`src/rtl/vx_dp_ram_pipe_pkg.sv`:
```
// Shared types and helpers for the pipelined simple-dual-port RAM.
package vx_dp_ram_pipe_pkg;

  typedef enum logic {
    ST_INIT  = 1'b0,
    ST_READY = 1'b1
  } state_e;

  // Widest lane the parity helper accepts; narrower lanes are zero-extended.
  localparam int MAX_LANEW = 256;

  // Width of one write lane.
  function automatic int calc_wselw(input int dataw, input int wrenw);
    return dataw / wrenw;
  endfunction

  // Even parity of one lane: XOR-reduce of its (zero-extended) bits.
  function automatic logic lane_parity(input logic [MAX_LANEW-1:0] lane);
    return ^lane;
  endfunction

endpackage

```
`src/rtl/vx_dp_ram_pipe_skid.sv`:
```
// Two-entry response FIFO. The head is always a register so the consumer
// never sees array read timing, and in_ready depends only on local state.
module vx_dp_ram_pipe_skid #(
  parameter int WIDTH = 32
) (
  input  logic             clk,
  input  logic             reset_n,
  input  logic             in_valid,
  output logic             in_ready,
  input  logic [WIDTH-1:0] in_data,
  output logic             out_valid,
  input  logic             out_ready,
  output logic [WIDTH-1:0] out_data
);

  logic [1:0]       count_q;
  logic [WIDTH-1:0] head_q;
  logic [WIDTH-1:0] tail_q;
  logic             push;
  logic             pop;

  assign in_ready  = (count_q != 2'd2);
  assign out_valid = (count_q != 2'd0);
  assign out_data  = head_q;
  assign push      = in_valid && in_ready;
  assign pop       = out_valid && out_ready;

  // Entry storage and occupancy; head always holds the oldest response.
  // NOTE: sequential state uses <= so every flop samples pre-edge values.
  always_ff @(posedge clk or negedge reset_n) begin
    if (!reset_n) begin
      count_q <= 2'd0;
      head_q  <= '0;
      tail_q  <= '0;
    end else begin
      case ({push, pop})
        2'b10: begin
          if (count_q == 2'd0) head_q <= in_data;
          else                 tail_q <= in_data;
          count_q <= count_q + 2'd1;
        end
        2'b01: begin
          head_q  <= tail_q;
          count_q <= count_q - 2'd1;
        end
        // Push and pop together only happen with one entry held.
        2'b11:   head_q <= in_data;
        default: ;
      endcase
    end
  end

endmodule

```
`src/rtl/vx_dp_ram_pipe.sv`:
```
// Simple-dual-port RAM with valid/ready write, read-request and read-response
// channels, write-first forwarding, 2-entry response buffer and post-reset
// clear sweep. Optional per-lane parity: define VX_DP_RAM_PIPE_PARITY_EN.
module vx_dp_ram_pipe
  import vx_dp_ram_pipe_pkg::*;
#(
  parameter  int               DATAW      = 32,
  parameter  int               SIZE       = 64,
  parameter  int               WRENW      = 4,
  parameter  int               INIT_CLEAR = 1,
  parameter  logic [DATAW-1:0] INIT_VALUE = '0,
  localparam int               ADDRW      = $clog2(SIZE)
) (
  input  logic             clk,
  input  logic             reset_n,
  output logic             init_done,
  input  logic             wr_valid,
  output logic             wr_ready,
  input  logic [ADDRW-1:0] wr_addr,
  input  logic [WRENW-1:0] wr_byteen,
  input  logic [DATAW-1:0] wr_data,
  input  logic             rd_req_valid,
  output logic             rd_req_ready,
  input  logic [ADDRW-1:0] rd_req_addr,
  output logic             rd_rsp_valid,
  input  logic             rd_rsp_ready,
`ifdef VX_DP_RAM_PIPE_PARITY_EN
  output logic [WRENW-1:0] rd_rsp_perr,
`endif
  output logic [DATAW-1:0] rd_rsp_data
);

  localparam int WSELW = calc_wselw(DATAW, WRENW);
`ifdef VX_DP_RAM_PIPE_PARITY_EN
  localparam int ROWW = DATAW + WRENW;  // {parity[WRENW], data[DATAW]}
`else
  localparam int ROWW = DATAW;
`endif
  localparam logic [ADDRW-1:0] LAST_ROW = ADDRW'(SIZE - 1);
  localparam logic [ADDRW:0]   SIZE_EXT = (ADDRW + 1)'(SIZE);

  if (DATAW % WRENW != 0) begin : g_bad_lanes
    $error("vx_dp_ram_pipe: DATAW must be a multiple of WRENW");
  end
  if (WSELW > MAX_LANEW) begin : g_bad_lanew
    $error("vx_dp_ram_pipe: lane width exceeds MAX_LANEW");
  end

  state_e           state_q, state_d;
  logic [ADDRW-1:0] clr_q, clr_d;
  logic [WRENW-1:0] mem_we;
  logic [ADDRW-1:0] mem_waddr;
  logic [DATAW-1:0] mem_wdata;
  logic             wr_fire;
  logic             rd_fire;
  logic             skid_in_ready;
  logic [ROWW-1:0]  rd_merged;
  logic [ROWW-1:0]  skid_in;
  logic [ROWW-1:0]  skid_out;
  logic [ROWW-1:0]  mem [SIZE];

  assign init_done    = (state_q == ST_READY);
  assign wr_ready     = (state_q == ST_READY);
  assign rd_req_ready = (state_q == ST_READY) && skid_in_ready;
  assign wr_fire      = wr_valid && wr_ready;
  assign rd_fire      = rd_req_valid && rd_req_ready;

  // Sweep state register; reset restarts the sweep from row 0.
  always_ff @(posedge clk or negedge reset_n) begin
    if (!reset_n) begin
      state_q <= (INIT_CLEAR != 0) ? ST_INIT : ST_READY;
      clr_q   <= '0;
    end else begin
      state_q <= state_d;
      clr_q   <= clr_d;
    end
  end

  // Next state and array write-port mux: sweep owns the port during INIT.
  // NOTE: every output gets a default first, so no path can infer a latch.
  always_comb begin
    state_d   = state_q;
    clr_d     = clr_q;
    mem_we    = '0;
    mem_waddr = wr_addr;
    mem_wdata = wr_data;
    case (state_q)
      ST_INIT: begin
        mem_we    = '1;
        mem_waddr = clr_q;
        mem_wdata = INIT_VALUE;
        if (clr_q == LAST_ROW) state_d = ST_READY;
        else                   clr_d   = clr_q + ADDRW'(1);
      end
      ST_READY: begin
        if (wr_valid) mem_we = wr_byteen;
      end
      default: state_d = ST_INIT;
    endcase
  end

`ifdef VX_DP_RAM_PIPE_PARITY_EN
  logic [WRENW-1:0] wpar;
  logic [WRENW-1:0] rd_perr;

  function automatic logic lane_par(input logic [WSELW-1:0] v);
    logic [MAX_LANEW-1:0] e;
    e            = '0;
    e[WSELW-1:0] = v;
    return lane_parity(e);
  endfunction

  // Parity of each lane of the data about to be written.
  always_comb begin
    wpar = '0;
    for (int i = 0; i < WRENW; i++) wpar[i] = lane_par(mem_wdata[i*WSELW +: WSELW]);
  end
`endif

  // Array write: enabled lanes only (and their parity bits when present).
  // NOTE: the array has no reset; contents are defined only by the sweep.
  always_ff @(posedge clk) begin
    for (int i = 0; i < WRENW; i++) begin
      if (mem_we[i]) begin
        mem[mem_waddr][i*WSELW +: WSELW] <= mem_wdata[i*WSELW +: WSELW];
`ifdef VX_DP_RAM_PIPE_PARITY_EN
        mem[mem_waddr][DATAW+i] <= wpar[i];
`endif
      end
    end
  end

  // Read row with write-first forwarding per enabled lane on a same-row write.
  always_comb begin
    rd_merged = mem[rd_req_addr];
    for (int i = 0; i < WRENW; i++) begin
      if (wr_fire && (wr_addr == rd_req_addr) && wr_byteen[i]) begin
        rd_merged[i*WSELW +: WSELW] = wr_data[i*WSELW +: WSELW];
`ifdef VX_DP_RAM_PIPE_PARITY_EN
        rd_merged[DATAW+i] = wpar[i];
`endif
      end
    end
`ifdef VX_DP_RAM_PIPE_PARITY_EN
    rd_perr = '0;
    for (int i = 0; i < WRENW; i++)
      rd_perr[i] = lane_par(rd_merged[i*WSELW +: WSELW]) ^ rd_merged[DATAW+i];
    skid_in = {rd_perr, rd_merged[DATAW-1:0]};
`else
    skid_in = rd_merged;
`endif
  end

  vx_dp_ram_pipe_skid #(
    .WIDTH(ROWW)
  ) u_skid (
    .clk      (clk),
    .reset_n  (reset_n),
    .in_valid (rd_fire),
    .in_ready (skid_in_ready),
    .in_data  (skid_in),
    .out_valid(rd_rsp_valid),
    .out_ready(rd_rsp_ready),
    .out_data (skid_out)
  );

  assign rd_rsp_data = skid_out[DATAW-1:0];
`ifdef VX_DP_RAM_PIPE_PARITY_EN
  assign rd_rsp_perr = skid_out[DATAW +: WRENW];
`endif

  // Out-of-range addresses are illegal stimulus.
  a_wr_addr: assert property (@(posedge clk) disable iff (!reset_n)
    wr_fire |-> ({1'b0, wr_addr} < SIZE_EXT));
  a_rd_addr: assert property (@(posedge clk) disable iff (!reset_n)
    rd_fire |-> ({1'b0, rd_req_addr} < SIZE_EXT));

endmodule

```
`config.mk`:
```
export PLATFORM = sky130hd
export DESIGN_NAME = vx_dp_ram_pipe
export DESIGN_NICKNAME = d
export VERILOG_FILES = /design/src/rtl/vx_dp_ram_pipe_pkg.sv /design/src/rtl/vx_dp_ram_pipe_skid.sv /design/src/rtl/vx_dp_ram_pipe.sv
export SDC_FILE = /design/constraint.sdc
export NUM_CORES = 2
export LEC_CHECK = 0
export ABC_AREA = 1
export CORE_MARGIN = 5
export CORE_UTILIZATION = 35
export DETAILED_ROUTE_END_ITERATION = 6
export PLACE_DENSITY_LB_ADDON = 0.2
export RECOVER_POWER = 100
export SYNTH_ARGS = -nofsm -noshare
export SYNTH_HDL_FRONTEND = slang
export SYNTH_SLANG_ARGS = --single-unit
```
`constraint.sdc`:
```
create_clock -name clk -period 3 [get_ports clk]
set_input_delay 0.6 -clock clk [delete_from_list [all_inputs] [get_ports clk]]
set_output_delay 0.6 -clock clk [all_outputs]
set_load 0.02 [all_outputs]
```
**Word level (Yosys, flattened, before mapping)**

Memory sizes are Yosys's and may differ from the RTL's.
Cells that the tools add are included.

- Memories: 1
- Register bits after elaboration: 73
- Logic and storage cells: 57
- RAM bits: 2048
- Output and inout port bits: 36

- Bitwise gates (word level): 3
- Mux-type cells: 21
- Eq/ne operators: 7
- Add/sub/neg operators: 3
- Reduce and logical (&&, ||, !) cells: 17

Memories:

| memory | words | width | rd ports | clocked after Yosys merged registers in | write ports | line | text |
|---|---|---|---|---|---|---|---|
| mem | 64 | 32 | 1 | 0 | 1 | vx_dp_ram_pipe.sv:60 | `logic [ROWW-1:0] mem [SIZE];` |

Operators by type and width:

| operator | number |
|---|---|
| $pmux W32 S3 | 1 |
| $mux W32 | 2 |
| $mux W8 | 4 |
| $logic_and A1 B1 Y1 | 10 |
| $mux W1 | 10 |
| $pmux W4 S2 | 1 |
| $add A6 B1 Y6 const B | 1 |
| $eq A6 B6 Y1 | 1 |
| $eq A6 B6 Y1 const B | 1 |
| $mux W6 | 1 |
| $reduce_and A2 Y1 | 3 |
| $eq A2 B2 Y1 const B | 2 |
| $mux W4 | 1 |
| $pmux W2 S2 | 1 |
| $reduce_bool A2 Y1 | 2 |
| $not A1 Y1 | 3 |
| $reduce_bool A3 Y1 | 1 |
| $add A2 B1 Y2 const B | 1 |
| $eq A2 B1 Y1 const B | 1 |
| $logic_not A2 Y1 | 1 |
| $ne A2 B1 Y1 const B | 1 |
| $ne A2 B2 Y1 const B | 1 |
| $sub A2 B1 Y2 const B | 1 |

**Depth between registers and ports, before layout**

- Depth in word-level cells: 7
- Mapped depth: 16
- Depth with buffers taken out: 13

**Hierarchy**

A second synthesis with hierarchy kept.

- Cell total of the unflattened synthesis: 7618
- Area, all modules: 87455.1 µm²

By module, submodules not included:

| module | cells an instance | times used | area each (µm²) | sequential area each (µm²) |
|---|---|---|---|---|
| vx_dp_ram_pipe | 7252 | 1 | 84274.6 | 61674.2 |
| vx_dp_ram_pipe_skid | 366 | 1 | 3180.6 | 1651.6 |

**Worst setup path before layout**

OpenSTA, ideal clock, no wires.

- Path type: register -> register
- Start point: register state_q, in the netlist init_done
- End point: memory mem[56][10] in the netlist's numbering (enable)
- Data arrival time: 2018 ps
- Period minus slack after synthesis: 2389 ps
- Path slack: 611 ps
- Cell stages (with the launch flop): 7
- Cell sequence: dfrtp_1 -> buf_2 -> o21ai_0 -> inv_1 -> nor2_1 -> nand2_1 -> nor2_1

- Longest elaborated chain between the ends: 4
- Elaborated cells between the ends (all ways): 5
- Those cells by class: mux: 4; bitwise: 1

Ends and longest elaborated chain:

| item | line | text |
|---|---|---|
| start: declaration | vx_dp_ram_pipe.sv:49 | `state_e state_q, state_d;` |
| start signal: assignment | vx_dp_ram_pipe.sv:71 | `state_q <= (INIT_CLEAR != 0) ? ST_INIT : ST_READY;` |
| start signal: assignment | vx_dp_ram_pipe.sv:74 | `state_q <= state_d;` |
| $not A1 Y1 (no source line) | - |  |
| $pmux W4 S2 | vx_dp_ram_pipe.sv:87 | `case (state_q)` |
| $mux W1 | vx_dp_ram_pipe.sv:124 | `if (mem_we[i]) begin` |
| $mux W1 (not written as such) | vx_dp_ram_pipe.sv:125 | `mem[mem_waddr][i*WSELW +: WSELW] <= mem_wdata[i*WSELW +: WSELW];` |
| end: declaration | vx_dp_ram_pipe.sv:60 |  |

Several ways; a longest one is shown, not always the timed one.

**Final worst setup path**

- Start point: register state_q, in the netlist init_done
- End point: memory mem[48][13] in the netlist's numbering (enable)

Same word-level chain as after synthesis.

==> results.cfg <==
[sta]
rsz0062_at_grt = no
slew-limit-headroom_pct = -25.83
fmax_ghz = 0.3336
hold_ws_ps = 393.0
setup_violations = 0
finalMaxSlewViolations = 750
tightestPinTransition_ps = 1887
fin_crit_ps = 2998
fin_tns_setup_ps = 0
hold_viol_final = 0
post-route-period-util_pct = 99.93
finClkSkew_ps = 34.78

[setup_path]
cp_slowest_cell = o21ai_0
required_ps = 3530
crit_buf_inv = 3
crit_path_end = mem[48][13]
critPathCaptureType = flip-flop
crit_path_cell_trace = o21ai_0 -> nand2_1 -> nor2_1 -> buf_4 -> nand2_1 -> clkbuf_1 -> nor2_1 -> clkbuf_4
cp_top_family = simple AND/OR/NAND/NOR gates
cpPeakStageDelay_ps = 680
reg2reg_depth = 8
rrSetupSlack_ps = 2
r2r_end = mem[48][13]
crit_fanout = 12
crit_cells = 8
arrival_ps = 3530
startpoint_type = flip-flop
reg2reg_from = init_done
critPathLaunch = init_done
crit_type = reg2reg

[pwr]
sequentialPowerShare_pct = 52.5
comb_power_share_pct = 5.8
finalPower_mw = 60.89
switching_power_mw = 13.82
swShare_pct = 22.70
clock_power_share_pct = 41.7
power.leakage_nw = 36.72
internal_power_mw = 47.07
peakVddDrop_uv = 506.3
power_density_nw_per_um2 = 600.4

[synthesis]
syn_inst = 7585
ys_ff_latch = 2121
yosys_warnings = 0
synth_edf_count = 2048
netlist_area_um2 = 87150
synth_area_leaders = edfxtp_1 71%, nand3_1 11%, nand2_1 11%, dfrtp_1 2.1%, nor2_1 1.6%
synthFlopType = edfxtp_1
yosysTopAreaCellShare_pct = 70.56
synth_most_common_cell = nand2_1
ys_async_sr_fraction_pct = 3.442
yosysSeqAreaShare_pct = 72.66
yosysUniqueCellTypes = 28
yosys.area.top_type = edfxtp_1
syn_avg_cell_area_um2 = 11.49
syn_nets = 7641
yosys-top-cells-count = 2,498 x nand2_1, 2,048 x edfxtp_1, 1,957 x nand3_1, 376 x nor2_1, 271 x buf_2

[clock_network]
clockBufferDepth = 3
cts_made_buffers = 215
clock-root-buffer = clkbuf_16
clock_sinks = 2121
cts_tree = yes
clk_pin_slew_ps = 60
insertion_delay_ps = 850
ctsHtreeMaxLevel = 4

[global_route]
grt_util_all_layers_pct = 20.91
grt_pass1_wl_mm = 401.7
antenna_found_initial = 2
gr-total-overflow = 0
grt_pass1_vias = 58160
grt_max_degree = 81

[floorplanning]
io_pins = 89
die_w_um = 509.0
fp.dieH_um = 509.0
core_um2 = 248200
start_util_pct = 35.11
row_count = 183
dieArea_um2 = 259100

[route]
drtIter0Drc = 6284
wl_mm = 276.5
vias_per_cell = 5.150
antenna_left = 0
drt_pass1_iterations = 6
wire_per_inst_um = 23.88
drc = 0
vias = 59630

[layout]
fin_util_pct = 40.86
area_delta_synth_final_pct = 16.37
drive_gt1_share_pct = 10.33
fill_cells = 23920
nets = 8124

[status]
outcome = finished, violations left
violations = max-capacitance violations, max-slew violations

[flow_run]
drv_cap = 12

[worst_hold_path]
hp-class = in2reg
holdPathStages = 3

[place]
finalWeightedCongestion = 0.8736
portBuffers = 88
dpl.hpwl_mm = 176.3
## cells in the final DEF, fill, tap and decap left out, types with 5 or more instances in the layout
master	n
nand2_1	2498
edfxtp_1	2048
nand3_1	1957
nor2_1	376
clkbuf_2	250
clkbuf_16	218
buf_4	178
clkbuf_1	176
buf_12	87
clkinv_1	79
dfrtp_1	72
clkdlybuf4s50_1	46
inv_1	37
clkinv_2	36
dlygate4sd3_1	34
a31oi_1	32
clkbuf_4	26
buf_2	11
o21ai_0	8
bufinv_16	8
inv_6	6
nand4_1	5
## power groups by stage
stage          combinational, mW  clock, mW  sequential [mW]
4_1_cts                     3.57       25.9             32.0
2_1_floorplan               2.12          0             32.6
5_1_grt                     3.90       27.1             32.0
3_5_place_dp                3.56          0             32.6
6_report                    3.55       25.4             32.0
3_3_place_gp                3.55          0             32.6
## worst min path at each step
stage                        start  slack (ps)                   to
6_report               wr_data[20]         390    u_skid.tail_q[20]
5_1_grt                wr_data[18]         380    u_skid.tail_q[18]
4_1_cts                wr_data[20]         320    u_skid.tail_q[20]
3_5_place_dp    u_skid.out_data[1]         470   u_skid.out_data[1]
3_3_place_gp   u_skid.out_data[20]         470  u_skid.out_data[20]
2_1_floorplan              reset_n         300             clr_q[0]
## layout make-up
| class | instances | area (um2) | area share, % |
|---|---|---|---|
| Inverter | 62 | 277.8 | 0.2739 |
| Sequential cell | 2121 | 63330 | 62.44 |
| Clock buffer | 272 | 5658 | 5.579 |
| Multi-Input combinational cell | 4904 | 21120 | 20.82 |
| Antenna cell | 2 | 5.005 | 0.004935 |
| Clock inverter | 123 | 898.4 | 0.8858 |
| Timing Repair Buffer | 764 | 5971 | 5.887 |
| Tap cell | 3330 | 4167 | 4.108 |
## through the flow
stage | cell area [um2] | std cells | setup WS [ps]
6_report | 101400 | 11580 | 2.088
5_1_grt | 101400 | 11580 | 25.99
4_1_cts | 103100 | 11580 | 7.504
3_5_place_dp | 96540 | 11180 | -304.7
3_3_place_gp | 96540 | 11180 | -376.2
2_1_floorplan | 87150 | 7585 | 611.5
## sequential cells by signal, summed over array words and instances (netlist names)
name             count
u_skid.tail_q       32
init_done            1
u_skid.count_q       2
mem               2048
u_skid.out_data     32
clr_q                6
## kinds of logic (layout without fill, tap and decap cells)
family	after synthesis	in the layout	synth area share, %
compound gates	50	50	0.3402
xor+xnor	8	8	0.08039
fa+ha+maj	3	3	0.04307
buf+inv	560	1221	3.161
flops	2121	2121	72.66
other cells	0	2	0
simple gates	4843	4843	23.71
## routing by layer
| layer | wire length [um] | global-route usage, % | part of all wire [%] |
|---|---|---|---|
| met5 | 0 | 0 | 0 |
| met4 | 11670 | 8.022 | 4.2 |
| met3 | 16640 | 3.344 | 6.0 |
| met2 | 131800 | 34.00 | 48 |
| met1 | 116300 | 28.26 | 42 |
## repair_timing
action | CTS | global route
pin swaps | 0 | 0
gates resized for setup | 5 | 1
hold buffers | 1 | 0
endpoints found under the hold margin | 53 | 0
setup buffers | 0 | 1
endpoints found under the setup margin | 3 | 12
cloned | 0 | 0
## worst register-to-register path: cells and delay by family, from the launching register on
| kind | cells | cell delay (ps) |
|---|---|---|
| and+or+nand+nor | 4 | 740 |
| buffers and inverters | 3 | 690 |
| DFF | 1 | 550 |
| AOI/OAI and AO/OA | 1 | 690 |
Power figures use the tool's default switching activity.
